==> src/rtl/sys_defs.sv <==
// Shared completion-stage definitions: FU completion packet, CDB source enum and helpers.
// N_CDB_SRC is the number of functional-unit sources feeding the CDB.
`ifndef N_CDB_SRC
`define N_CDB_SRC 6
`endif

package sys_defs;

    localparam int N_SRC = `N_CDB_SRC;
    localparam int SRC_W = 3;
    localparam int PR_W  = 6;
    localparam int ROB_W = 5;
    localparam int XLEN  = 32;

    typedef enum logic [SRC_W-1:0] {
        ALU_1  = 3'd0,
        ALU_2  = 3'd1,
        ALU_3  = 3'd2,
        MULT_1 = 3'd3,
        MULT_2 = 3'd4,
        BRANCH = 3'd5
    } CDB_SRC;

    typedef struct packed {
        logic [ROB_W-1:0] rob_idx;
        logic [PR_W-1:0]  pr_idx;
        logic [XLEN-1:0]  dest_value;
        logic             take_branch;
    } FU_COMPLETE_PACKET;

    function automatic logic [SRC_W-1:0] popcount(input logic [N_SRC-1:0] v);
        logic [SRC_W-1:0] c;
        c = '0;
        for (int i = 0; i < N_SRC; i++) begin
            c = c + {{(SRC_W-1){1'b0}}, v[i]};
        end
        return c;
    endfunction

    function automatic logic [SRC_W-1:0] onehot_to_idx(input logic [N_SRC-1:0] oh);
        logic [SRC_W-1:0] idx;
        idx = '0;
        for (int i = 0; i < N_SRC; i++) begin
            if (oh[i]) idx = SRC_W'(i);
        end
        return idx;
    endfunction

    // Source-index addition modulo N_SRC (operands always < N_SRC).
    function automatic logic [SRC_W-1:0] wrap_add(input logic [SRC_W-1:0] a,
                                                  input logic [SRC_W-1:0] b);
        logic [SRC_W:0] s;
        s = {1'b0, a} + {1'b0, b};
        if (s >= (SRC_W+1)'(N_SRC)) s = s - (SRC_W+1)'(N_SRC);
        return s[SRC_W-1:0];
    endfunction

endpackage

==> src/rtl/complete_cdb_arb_rr_arb.sv <==
// CDB source arbiter: round-robin when COMPLETE_CDB_RR_EN is defined,
// otherwise fixed priority with the highest source index winning.
module cdb_rr_arb
    import sys_defs::*;
(
    input  logic             clock,
    input  logic             reset_n,
    input  logic             squash,
    input  logic             en,
    input  logic [N_SRC-1:0] req,
    output logic [N_SRC-1:0] grant
);

    logic w_found;

`ifdef COMPLETE_CDB_RR_EN
    logic [SRC_W-1:0] r_rr_ptr;
    logic [SRC_W-1:0] w_cand;
    logic [SRC_W-1:0] w_win_idx;

    // First requester at or after r_rr_ptr, wrapping modulo N_SRC.
    always_comb begin
        grant     = '0;
        w_found   = 1'b0;
        w_cand    = '0;
        w_win_idx = '0;
        for (int k = 0; k < N_SRC; k++) begin
            w_cand = wrap_add(r_rr_ptr, SRC_W'(k));
            if (en && !w_found && req[w_cand]) begin
                grant[w_cand] = 1'b1;
                w_found       = 1'b1;
                w_win_idx     = w_cand;
            end
        end
    end

    always_ff @(posedge clock or negedge reset_n) begin
        if (!reset_n) begin
            r_rr_ptr <= '0;
        end else if (squash) begin
            r_rr_ptr <= '0;
        end else if (w_found) begin
            r_rr_ptr <= wrap_add(w_win_idx, SRC_W'(1));
        end
    end
`else
    logic w_unused_seq;

    always_comb begin
        grant   = '0;
        w_found = 1'b0;
        for (int i = N_SRC - 1; i >= 0; i--) begin
            if (en && !w_found && req[i]) begin
                grant[i] = 1'b1;
                w_found  = 1'b1;
            end
        end
    end

    // Fixed priority keeps no state, so the sequential inputs are not needed.
    assign w_unused_seq = ^{clock, reset_n, squash};
`endif

endmodule

==> src/rtl/complete_cdb_arb.sv <==
// Completion-stage arbiter: six FU holding slots drained one per cycle onto a registered CDB.
// Arbitration order selected by COMPLETE_CDB_RR_EN (round-robin) or fixed priority when undefined.
module complete_cdb_arb
    import sys_defs::*;
(
    input  logic                          clock,
    input  logic                          reset_n,
    input  logic [N_SRC-1:0]              src_valid,
    input  FU_COMPLETE_PACKET [N_SRC-1:0] src_packet,
    output logic [N_SRC-1:0]              src_ready,
    output logic                          cdb_valid,
    output FU_COMPLETE_PACKET             cdb_packet,
    output logic [SRC_W-1:0]              cdb_src,
    input  logic                          cdb_stall,
    input  logic                          squash,
    output logic [SRC_W-1:0]              pending_cnt
);

    logic [N_SRC-1:0]              r_slot_valid;
    FU_COMPLETE_PACKET [N_SRC-1:0] r_slot_pkt;
    logic                          r_cdb_valid;
    FU_COMPLETE_PACKET             r_cdb_packet;
    logic [SRC_W-1:0]              r_cdb_src;

    logic                          w_adv;
    logic [N_SRC-1:0]              w_grant;
    logic [N_SRC-1:0]              w_accept;
    logic [SRC_W-1:0]              w_win_idx;

    assign w_adv = !r_cdb_valid || !cdb_stall;

    cdb_rr_arb u_arb (
        .clock   (clock),
        .reset_n (reset_n),
        .squash  (squash),
        .en      (w_adv),
        .req     (r_slot_valid),
        .grant   (w_grant)
    );

    assign w_win_idx = onehot_to_idx(w_grant);

    // A granted slot frees at this edge, so it may take a new packet in the same cycle.
    assign src_ready = ~r_slot_valid | w_grant;
    assign w_accept  = src_valid & src_ready;

    always_ff @(posedge clock or negedge reset_n) begin
        if (!reset_n) begin
            r_slot_valid <= '0;
            r_slot_pkt   <= '0;
        end else if (squash) begin
            r_slot_valid <= '0;
        end else begin
            r_slot_valid <= (r_slot_valid & ~w_grant) | w_accept;
            for (int i = 0; i < N_SRC; i++) begin
                if (w_accept[i]) r_slot_pkt[i] <= src_packet[i];
            end
        end
    end

    always_ff @(posedge clock or negedge reset_n) begin
        if (!reset_n) begin
            r_cdb_valid  <= 1'b0;
            r_cdb_packet <= '0;
            r_cdb_src    <= '0;
        end else if (squash) begin
            r_cdb_valid  <= 1'b0;
            r_cdb_packet <= '0;
        end else if (w_adv) begin
            if (|w_grant) begin
                r_cdb_valid  <= 1'b1;
                r_cdb_packet <= r_slot_pkt[w_win_idx];
                r_cdb_src    <= w_win_idx;
            end else begin
                r_cdb_valid  <= 1'b0;
                r_cdb_packet <= '0;
            end
        end
    end

    assign cdb_valid   = r_cdb_valid;
    assign cdb_packet  = r_cdb_packet;
    assign cdb_src     = r_cdb_src;
    assign pending_cnt = popcount(r_slot_valid);

    a_grant_onehot : assert property (@(posedge clock) disable iff (!reset_n)
        $onehot0(w_grant) && ((w_grant & ~r_slot_valid) == '0));

endmodule

==> config.mk <==
export PLATFORM = sky130hd
export DESIGN_NAME = complete_cdb_arb
export DESIGN_NICKNAME = d
export VERILOG_FILES = /design/src/rtl/sys_defs.sv /design/src/rtl/complete_cdb_arb_rr_arb.sv /design/src/rtl/complete_cdb_arb.sv
export SDC_FILE = /design/constraint.sdc
export NUM_CORES = 1
export LEC_CHECK = 0
export ABC_AREA = 1
export BUFFER_PORTS_ARGS = -buffer_cell sky130_fd_sc_hd__buf_2
export CAP_MARGIN = 20
export CORE_MARGIN = 3
export CORE_UTILIZATION = 40
export DETAILED_ROUTE_END_ITERATION = 10
export SYNTH_ARGS = -nofsm -noshare
export SYNTH_HDL_FRONTEND = slang
export SYNTH_SLANG_ARGS = --single-unit
==> constraint.sdc <==
create_clock -name clock -period 3.9 [get_ports clock]
set_clock_uncertainty 0.2 [all_clocks]
set_input_delay 0.39 -clock clock [delete_from_list [all_inputs] [get_ports clock]]
set_output_delay 0.39 -clock clock [all_outputs]
set_load 0.02 [all_outputs]
==> run_results.csv <==
group,metric,value,unit
outcome,status,"completed",
sta,slew_violations,0,
global_route,grt_usage,23.2,%
setup_path,critPathLaunchType,"register",
setup_path,critPathCaptureType,"primary output",
floorplanning,rows,68,
global_route,grt_overflow_total,0,
setup_path,cp_cell_sequence,"fa_1 > inv_1 > fa_1 > inv_1 > ha_1 > fa_1 > buf_2",
layout,nets,2406,
synthesis,synth.distinct_cells,29,
setup_path,crit_top_cell,"fa_1",
placement,dp.cells,2272,
routing,viasPerCell,4.97,
routing,avgRoutedWirePerCell,17.3,um
clock_network,ctsResizeCount,0,
setup_path,ff2ff_path_depth,12,
routing,routed_wl,45.0,mm
layout,layout_common_cells,"buf_2, dfrtp_1, nand2_1",
clock_network,clock-sinks,318,
clock_network,cts.clk_slew.worst_paths,60,ps
synthesis,netlist_instances,1559,
floorplanning,dieArea,38200,sq um
min_path,hold_path_class,"in2reg",
power_and_ir_drop,p_leak,0.0101,uW
layout,fin_cells,2604,
global_route,grt_use_met1,30.9,%
clock_network,root_buffer,"clkbuf_16",
setup_path,required,3310,ps
floorplanning,fp.dieW,195,um
routing,dr.pass1.iters,5,
synthesis,syn_avg_cell_area,9.21,sq um
layout,layout_commonest_cell,"buf_2",
routing,drc_errors,0,
global_route,grt_pass1_vias,13446,
clock_network,cts_made_buffers,38,
floorplanning,pin_count,331,
layout,fin_util,58.0,%
clock_network,htreeDepth,2,
clock_network,clock_path_buffers,3,
power_and_ir_drop,cellPowerDensity,471,nW/um^2
setup_path,arrival,2950,ps
placement,gp_congestion,0.767,
setup_path,max_stage_delay,540,ps
global_route,grt_pass1_wl,72.0,mm
layout,syn_to_final_growth,41.2,%
floorplanning,die_height,195,um
sta,finalCritPeriodShare,90.8,%
setup_path,slowest_stage,"fa_1",
setup_path,path_class,"reg2out",
synthesis,ys_seq_elements,318,
sta,setup_tns,0,ps
run,drv_cap,0,
sta,worstMarginPinSlew,970,ps
global_route,top_usage_layer,"met2",
sta,finalHoldViolations,0,
routing,ant_nets,0,
global_route,grt_util_met2,38.6,%
floorplanning,coreArea,35000,sq um
layout,drive_gt1_share,24.5,%
layout,multiInputGateArea,5300,sq um
power_and_ir_drop,ir_drop,315,uV
setup_path,critPathMaxFanout,5,
floorplanning,start_util,41.1,%
clock_network,insertion_delay,510,ps
global_route,antenna_found_initial,3,
global_route,use_met3,4.30,%
sta,rsz0062_at_grt,"false",
sta,max_freq,282,MHz
sta,setup_viol,0,
layout,ff_latch_area,7960,sq um
sta,max-slew-margin-rel,35.4,%
global_route,grt_max_degree,89,
clock_network,cts_tree,"built",
placement,port_buffers,330,
synthesis,yosysWarningCount,0,
synthesis,ys_seq_area_share,55.4,%
routing,vias,12949,
synthesis,syn-num-nets,1837,
min_path,hold_depth,2,
synthesis,netlist_area,14400,sq um
layout,nFillCells,2974,
sta,fin_crit,3540,ps
routing,drt_iter0_markers,702,
placement,dp_hpwl,28.2,mm
final timing paths:
kind	slack, ps	start	end
worst min register to register	280	r_slot_pkt[15]	r_slot_pkt[15]
worst min-delay path	70	squash	r_slot_valid[0]
min in group asynchronous	270	reset_n	r_slot_pkt[262]
worst max register to register	1170	r_slot_valid[3]	cdb_packet[11]
max in group asynchronous	2290	reset_n	r_slot_pkt[103]
worst max-delay path	360	r_slot_valid[1]	pending_cnt[1]
sequential cells by signal, indices dropped and copies added, names as in the netlist:
register and cells:
cdb_packet 44, r_slot_valid 6, r_slot_pkt 264, cdb_src 3
cdb_valid 1
kinds of logic (layout without fill, tap and decap cells):
family / after synthesis / count (layout) / share of synthesized area (%)
mux: 97 / 97 / 7.61
compound gates: 358 / 358 / 14.1
flops: 318 / 318 / 55.4
fa+ha+maj: 4 / 4 / 0.505
buf+inv: 275 / 863 / 8.21
other cells: 0 / 2 / 0
simple gates: 507 / 507 / 14.2
cell usage after synthesis:
| cell type | number | area (sq um) |
|---|---|---|
| a21boi_0 | 32 | 240 |
| nand3_1 | 50 | 250 |
| o21ai_2 | 2 | 17.5 |
| nor2_2 | 1 | 6.26 |
| mux2_1 | 3 | 33.8 |
| buf_1 | 1 | 3.75 |
| o21ai_1 | 10 | 50.1 |
| nand4_1 | 2 | 12.5 |
| o211ai_1 | 43 | 323 |
| o21ai_4 | 1 | 16.3 |
| nor2_1 | 138 | 518 |
| o21ai_0 | 120 | 601 |
| buf_2 | 33 | 165 |
| nand3_2 | 2 | 20.0 |
| nand3_4 | 2 | 35.0 |
| clkbuf_1 | 42 | 158 |
| nand2_2 | 3 | 18.8 |
| ha_1 | 1 | 12.5 |
| dfrtp_1 | 318 | 7960 |
| inv_2 | 7 | 26.3 |
| a21oi_1 | 139 | 696 |
| inv_1 | 175 | 657 |
| fa_1 | 3 | 60.1 |
| mux2_2 | 94 | 1060 |
| buf_4 | 6 | 45.0 |
| nand2_1 | 307 | 1150 |
| buf_6 | 11 | 124 |
| nor2_4 | 2 | 22.5 |
| a21boi_1 | 11 | 82.6 |
metrics by stage:
stage	hold WS, ps	area [sq um]	worst slack, ps	power, uW
after floorplan	-106	14400	966	5390
after global placement	222	16400	869	6040
after detailed placement	230	16400	874	6100
after CTS	29.4	20300	310	9660
after global routing	54.8	20300	228	10100
final	67.5	20300	357	9560
layer usage:
metal	up-vias	part of all wire (%)	wire [um]
li1	6168	-	-
met1	6263	43	19300
met2	411	48	21600
met3	105	5.7	2580
met4	2	3.3	1500
met5	-	0.018	8
report_power, final:
| part | switching [uW] | leakage (uW) | internal (uW) | total (uW) |
|---|---|---|---|---|
| Combinational | 1220 | 0.00585 | 895 | 2120 |
| Clock | 1330 | 0.000572 | 1980 | 3310 |
| Sequential | 259 | 0.00371 | 3880 | 4140 |
repair_timing:
action,4_1_cts,5_1_grt
setup buffers,0,0
endpoints found under the hold margin,340,0
hold buffers,271,0
final cells by class:
| class | count | share of cell area (%) |
|---|---|---|
| inverter | 182 | 3.37 |
| clock inverter | 6 | 0.197 |
| tap | 455 | 2.81 |
| sequential | 318 | 39.2 |
| timing repair buffer | 622 | 22.7 |
| clock buffer | 53 | 5.51 |
| multi-input combinational | 966 | 26.1 |
| antenna | 2 | 0.0247 |
worst max-delay path, delay by kind of cell (launching register included):
family	cells	cell delay, ps
DFF	1	470
buffers and inverters	3	250
adders and majority gates	4	1730
No activity file was read; power rests on OpenSTA's default activity.
